File: src/rtl/io_port_bridge.sv
// io_port_bridge: device-side bridge for the processor IN/OUT ports.
// Optional macro IO_TX_COUNT_EN adds the tx_count handshake counter port.
module io_port_bridge #(
    parameter int DATA_W = 16,
    parameter int DEPTH  = 8
) (
    input  logic              clk,
    input  logic              rst,
    input  logic [DATA_W-1:0] cpu_out_data,
    input  logic              cpu_out_we,
    output logic [DATA_W-1:0] cpu_in_data,
    input  logic              cpu_in_rd,
    output logic              cpu_stall,
    output logic              in_valid,
    output logic              ovf_sticky,
    output logic [DATA_W-1:0] ext_tx_data,
    output logic              ext_tx_valid,
    input  logic              ext_tx_ready,
    input  logic [DATA_W-1:0] ext_rx_data,
    input  logic              ext_rx_valid,
    output logic              ext_rx_ready
`ifdef IO_TX_COUNT_EN
    ,
    output logic [15:0]       tx_count
`endif
);

    localparam int AW = $clog2(DEPTH);
    localparam int CW = AW + 1;
    localparam logic [CW-1:0] FULL_CNT = CW'(DEPTH);

    typedef enum logic {
        EMPTY,
        FULL
    } rx_state_t;

    logic [DATA_W-1:0] mem [DEPTH];
    logic [AW-1:0]     wr_ptr;
    logic [AW-1:0]     rd_ptr;
    logic [CW-1:0]     count;
    logic              fifo_full;
    logic              fifo_empty;
    logic              push;
    logic              pop;

    rx_state_t state_q;
    rx_state_t state_d;
    logic      capture;

    assign fifo_full  = (count == FULL_CNT);
    assign fifo_empty = (count == '0);

    // A pop frees a slot in the same cycle, so a full FIFO still takes a push.
    assign pop  = !fifo_empty && ext_tx_ready;
    assign push = cpu_out_we && (!fifo_full || pop);

    assign cpu_stall    = fifo_full;
    assign ext_tx_valid = !fifo_empty;
    // Gate the head so the bus reads zero when nothing is queued.
    assign ext_tx_data  = fifo_empty ? '0 : mem[rd_ptr];

    // FIFO storage: write the pushed word at the tail.
    always_ff @(posedge clk) begin
        if (push) begin
            mem[wr_ptr] <= cpu_out_data;
        end
    end

    // FIFO pointers and occupancy; pointers wrap naturally at DEPTH.
    always_ff @(posedge clk or posedge rst) begin
        if (rst) begin
            wr_ptr <= '0;
            rd_ptr <= '0;
            count  <= '0;
        end else begin
            if (push) begin
                wr_ptr <= wr_ptr + 1'b1;
            end
            if (pop) begin
                rd_ptr <= rd_ptr + 1'b1;
            end
            case ({push, pop})
                2'b10:   count <= count + CW'(1);
                2'b01:   count <= count - CW'(1);
                default: count <= count;
            endcase
        end
    end

    // Sticky flag for an OUT word lost to a full FIFO.
    always_ff @(posedge clk or posedge rst) begin
        if (rst) begin
            ovf_sticky <= 1'b0;
        end else if (cpu_out_we && fifo_full && !pop) begin
            ovf_sticky <= 1'b1;
        end
    end

    // RX state register.
    always_ff @(posedge clk or posedge rst) begin
        if (rst) begin
            state_q <= EMPTY;
        end else begin
            state_q <= state_d;
        end
    end

    // RX next state and handshake outputs.
    always_comb begin
        state_d      = state_q;
        capture      = 1'b0;
        ext_rx_ready = 1'b0;
        in_valid     = 1'b0;
        unique case (state_q)
            EMPTY: begin
                ext_rx_ready = 1'b1;
                if (ext_rx_valid) begin
                    capture = 1'b1;
                    state_d = FULL;
                end
            end
            FULL: begin
                in_valid = 1'b1;
                if (cpu_in_rd) begin
                    state_d = EMPTY;
                end
            end
            default: state_d = EMPTY;
        endcase
    end

    // Holding register keeps the last word after it has been read.
    always_ff @(posedge clk or posedge rst) begin
        if (rst) begin
            cpu_in_data <= '0;
        end else if (capture) begin
            cpu_in_data <= ext_rx_data;
        end
    end

`ifdef IO_TX_COUNT_EN
    // Completed TX handshakes, wrapping at 16 bits.
    always_ff @(posedge clk or posedge rst) begin
        if (rst) begin
            tx_count <= '0;
        end else if (pop) begin
            tx_count <= tx_count + 16'd1;
        end
    end
`endif

endmodule

File: config.mk
export PLATFORM = sky130hd
export DESIGN_NAME = io_port_bridge
export DESIGN_NICKNAME = d
export VERILOG_FILES = /design/src/rtl/io_port_bridge.sv
export SDC_FILE = /design/constraint.sdc
export NUM_CORES = 1
export LEC_CHECK = 0
export CAP_MARGIN = 20
export CORE_MARGIN = 2
export CORE_UTILIZATION = 40
export DETAILED_ROUTE_END_ITERATION = 12
export PLACE_DENSITY_LB_ADDON = 0.08
export SLEW_MARGIN = 15
export SYNTH_ARGS = -nofsm -noshare
export SYNTH_HDL_FRONTEND = slang
export SYNTH_SLANG_ARGS = --single-unit
File: constraint.sdc
create_clock -name clk -period 3.2 [get_ports clk]
set_clock_uncertainty 0.1 [all_clocks]
set_input_delay 0.32 -clock clk [delete_from_list [all_inputs] [get_ports clk]]
set_output_delay 0.32 -clock clk [all_outputs]
set_load 0.03 [all_outputs]
# Yosys cells after proc, flatten, opt, wreduce, memory -nomap -nowiden
# Memory sizes are Yosys's and may differ from the RTL's.
# Index checks and enable logic that the tools add are counted.
# totals
regBits	28
ram_bits	128
in_bits	38
out_inout_bits	37
elab_cells	35
mem_count	1
# mem_list
name	depth	word_bits	read_ports	rd_clocked_by_memory_dff	write_ports	line_no	rtl
mem	8	16	1	0	1	37	logic [DATA_W-1:0] mem [DEPTH];
# classes
addsub	4
eq_ne	3
n_mux	10
bitwise_logic	1
n_reduce_logical	10
# op_table
cell	n
2-to-1 mux 16 bit	1
one-hot mux 4 bit (2 select lines)	1
2-to-1 mux 1 bit	7
adder 3 x 1 -> 3 bit, second input constant	2
adder 4 x 1 -> 4 bit, second input constant	1
== test 4 bit, second input constant	1
logical AND 1 bit	4
logical NOT 4 bit	1
subtractor 4 x 1 -> 4 bit, second input constant	1
logical NOT 1 bit	3
== test 2 x 1 -> 1 bit, second input constant	1
== test 2 bit, second input constant	1
one-hot mux 1 bit (2 select lines)	1
nonzero test 2 bit	1
logical OR 1 bit	1
NOT 1 bit	1

# Logic depth before layout (Yosys ltp)
# depth
depth_word	7
mapped_depth	11
ltp_nobuf	9

# Least setup slack after synthesis
# OpenSTA, ideal clock, no wires.
# synth_timing
path_type	reg-to-reg
from	reg count[0]
to	mem mem[0][0] (enable)
setup_time_ns	0.430
arrival_ns	2.442
required_ns	2.670
setup_slack_ns	0.228
stages_incl_launch_ff	5
n_path_buf	1
synth_period_minus_slack_ns	2.972
cell_sequence	dfrtp_1 > or4b_1 > clkbuf_1 > o21ai_4 > nor4_1
# synth_via
elab_chain_len	7
word_cells_on_any_way	9
classes_between	eq/ne: 1; mux: 2; reduce/logical: 6
# synth_lines
element	line_no	rtl
from (decl)	40	logic [CW-1:0] count;
from (signal assigned)	83	2'b10: count <= count + CW'(1);
from (signal assigned)	84	2'b01: count <= count - CW'(1);
from (signal assigned)	85	default: count <= count;
logical NOT 4 bit	51	assign fifo_empty = (count == '0);
logical NOT 1 bit	54	assign pop = !fifo_empty && ext_tx_ready;
logical AND 1 bit	54	
logical OR 1 bit *	55	assign push = cpu_out_we && (!fifo_full || pop);
logical AND 1 bit *	55	
2-to-1 mux 1 bit *	64	if (push) begin
2-to-1 mux 1 bit (implied by the code) *	65	mem[wr_ptr] <= cpu_out_data;
to (decl)	37	
# Mark *: on every way between the ends. The rest lies on a longest branch, timed or not.

# Final worst setup path
# layout_timing
from	reg count[0]
to	out ext_tx_data[13]
# layout_via
elab_chain_len	2
# layout_lines
element	line_no	rtl
logical NOT 4 bit	51	
2-to-1 mux 16 bit	60	assign ext_tx_data = fifo_empty ? '0 : mem[rd_ptr];
to (decl)	16	output logic [DATA_W-1:0] ext_tx_data,
# No other way between the ends.

==> impl_metrics.csv <==
group,metric,value,unit
flow_run,max_cap_violations,0,
setup_path,worst_path_largest_cell_delay,600,ps
setup_path,cp_max_fo,16,
synthesis,yosys_register_bits,156,
timing,fin_crit_sh,0.936,
timing,sum_of_negative_setup_slack,0,ps
synthesis,ys_async_sr_fraction,0.179,
timing,timing.final.crit_period,2990,ps
clocking,ctsHoldBuffers,0,
floorplan,die_h,128,microns
timing,achievable-frequency,334,MHz
synthesis,synth_compound_gate_area_share,0.0379,
grt,number_of_global_route_vias_before_repair,3263,
cells_and_area,post_route_cells_drive_above_1_share,0.256,
route,routedWlPerCell,20.1,microns
cells_and_area,finish.utilization,0.512,
clocking,ctsHtreeMaxLevel,4,
clocking,worstSkewPairLatency,410,ps
power,total_power,7.36,mW
route,vias,3026,
synthesis,synth_top_family_by_area,"multiplexers",
synthesis,synth-warning-count,0,
cells_and_area,area_delta_synth_final,25.7,%
route,drt.antenna.violating_nets,0,
route,drt_iter0_markers,181,
grt,globalRoute.totalOverflow,0,
clocking,cts.repair_timing.setup_buffer_count,0,
grt,grtUsageTotal,0.156,
grt,grt_pass1_wl,18.4,mm
timing,hold_ws,241,ps
synthesis,synth-seq-area-share,0.739,
clocking,tritoncts.num_buffers,17,
synthesis,synth_cell_types,40,
placement,hpwl,6.78,mm
clocking,post_cts_resized,0,
synthesis,synth_xor_area_frac,0.00997,
synthesis,yosys.area_share.simple,0.0260,
clocking,clock_tree_from_tritoncts,"built",
clocking,numClockSinks,156,
timing,finalSetupViolCount,0,
clocking,clkTransAtPathRegs,60,ps
power,ir_drop,0.434,mV
setup_path,startpoint,"count[0]",
setup_path,cp-start-kind,"flip-flop",
setup_path,cp-end-kind,"output port",
route,drt_wl_total,11.8,mm
setup_path,crit_path_cell_trace,"or4_4, and2_4, a22o_1, clkdlybuf4s50_1",
synthesis,synth_flop_cell,"sky130_fd_sc_hd__edfxtp_1",
grt,initial_antenna_violation_count,0,
synthesis,synthesis.area_per_instance,20.8,sq um
floorplan,die_width,128,microns
route,via_per_inst,5.16,
timing,least_margin_pin_slew,754,ps
synthesis,yosys.area_share.adder,0.0102,
placement,buffer_ports.inserted,74,
setup_path,timing.setup.critical_path_class,"flip-flop to output port",
synthesis,synth_cells,296,
setup_path,worstPathRequired,2780,ps
setup_path,worst_ep_arrival_time,2570,ps
setup_path,worst_case_register_to_register_setup_slack,310,ps
floorplan,design.core.area,15100,sq um
power,cell_area_power_density,952,nW/um^2
setup_path,timing.reg2reg.worst_path_depth,6,
timing,drv_slew,0,
setup_path,reg2reg_from,"count[0]",
cells_and_area,n_diodes,0,
timing,timing.slew.headroom,0.497,
synthesis,synth_edf_count,128,
grt,pin_count_of_the_biggest_net_entering_global_routing,33,
timing,timing_hold_violations_final,0,
power,power.leakage,2.65,nW
synthesis,syn_nets,339,
floorplan,initial_core_util,0.407,
floorplan,rows,45,
setup_path,timing.critical_path.slowest_stage_cell,"sky130_fd_sc_hd__or4_4",
floorplan,design.portCount,75,
cells_and_area,layout.nets,429,
run_status,status,"completed",
route,drtPass1Iterations,4,
synthesis,synth_mux_area_frac,0.154,
floorplan,floorplan.die_area,16400,sq um
route,drcViolationCount,0,
clocking,ctsRootBufferMaster,"sky130_fd_sc_hd__clkbuf_16",
placement,gpl.final_weighted_congestion,0.737,
timing,rsz0062_at_grt,"no",
clocking,number_of_buffers_between_clock_root_and_the_deepest_sink,2,
synthesis,mappedNetlistArea,6150,sq um
hold_path,hold_class,"primary input to asynchronous set/reset pin",
[synthesized netlist by cell type (3+ instances only)]
cell,count,area share
sky130_fd_sc_hd__buf_6,5,0.0092
sky130_fd_sc_hd__ha_1,5,0.010
sky130_fd_sc_hd__a22o_1,16,0.023
sky130_fd_sc_hd__mux4_2,32,0.12
sky130_fd_sc_hd__xnor2_1,6,0.0085
sky130_fd_sc_hd__nor2_1,5,0.0031
sky130_fd_sc_hd__nor3_1,4,0.0033
sky130_fd_sc_hd__buf_2,3,0.0024
sky130_fd_sc_hd__mux2_2,18,0.033
sky130_fd_sc_hd__edfxtp_1,128,0.63
sky130_fd_sc_hd__dfrtp_1,28,0.11
sky130_fd_sc_hd__inv_1,6,0.0037
sky130_fd_sc_hd__clkbuf_1,7,0.0043
[flip-flops by register name (all words and copies together), names as in the netlist]
signal / count
mem: 128
rd_ptr: 3
count: 4
state_q: 1
cpu_in_data: 16
wr_ptr: 3
ovf_sticky: 1
[cell type report]
cell class                      count  area [sq um]
Fill cell                        1257          7360
Clock inverter                     11           119
Clock buffer                       21           440
Multi-Input combinational cell    116          1490
Sequential cell                   156          4550
Inverter                            6          22.5
Timing Repair Buffer               89           878
Tap cell                          188           235
[final timing paths]
kind | to
max | ext_tx_data[13]
min | cpu_in_data[13]
max reg2reg | count[3]
min reg2reg | ovf_sticky
max in group asynchronous | cpu_in_data[10]
min in group clk | ovf_sticky
[routing by layer]
layer | vias to the layer above | GRT usage | wire length (microns)
met5 | - | 0 | 0
met4 | 0 | 0.0537 | 159
met3 | 14 | 0.0597 | 735
met2 | 83 | 0.243 | 5610
met1 | 1544 | 0.201 | 5270
li1 | 1385 | - | -
[report_power, final]
part,internal [mW],switching [mW],leakage (nW)
logic,1.27,1.43,0.895
registers,2.58,0.179,1.49
clock network,1.15,0.755,0.269
total,5.00,2.36,2.65
[cell families (layout without fill, tap and decap cells)]
kind of cell | Yosys count | count (layout)
adder cells (fa/ha/maj) | 5 | 5
flip-flops | 156 | 156
XOR/XNOR | 7 | 7
buffers and inverters | 24 | 127
multiplexers | 52 | 52
AO/OA/AOI/OAI | 27 | 27
AND/OR/NAND/NOR | 25 | 25
[worst max-delay path: cells and delay by family (launching register included)]
family / cells / cell delay (ps)
DFF: 1 / 450
buffers and inverters: 1 / 590
and+or+nand+nor: 2 / 870
AOI/OAI and AO/OA: 1 / 250
[layout by cell type (no fill, tap or decap), types with 5 or more instances in the layout]
| cell | Yosys | final |
|---|---|---|
| sky130_fd_sc_hd__mux4_2 | 32 | 32 |
| sky130_fd_sc_hd__xnor2_1 | 6 | 6 |
| sky130_fd_sc_hd__edfxtp_1 | 128 | 128 |
| sky130_fd_sc_hd__inv_1 | 6 | 6 |
| sky130_fd_sc_hd__clkbuf_16 | 0 | 17 |
| sky130_fd_sc_hd__ha_1 | 5 | 5 |
| sky130_fd_sc_hd__a22o_1 | 16 | 16 |
| sky130_fd_sc_hd__mux2_2 | 18 | 18 |
| sky130_fd_sc_hd__clkdlybuf4s50_1 | 0 | 74 |
| sky130_fd_sc_hd__buf_4 | 0 | 13 |
| sky130_fd_sc_hd__dfrtp_1 | 28 | 27 |
| sky130_fd_sc_hd__nor2_1 | 5 | 5 |
[per-stage QoR]
stage,setup slack (ps),area [sq um],std cells
floorplan,228,6150,296
global placement,407,7170,555
detailed placement,317,7170,555
CTS,158,7730,587
global route,87.9,7730,587
finish,205,7730,587
No activity file was read; power rests on OpenSTA's default activity.
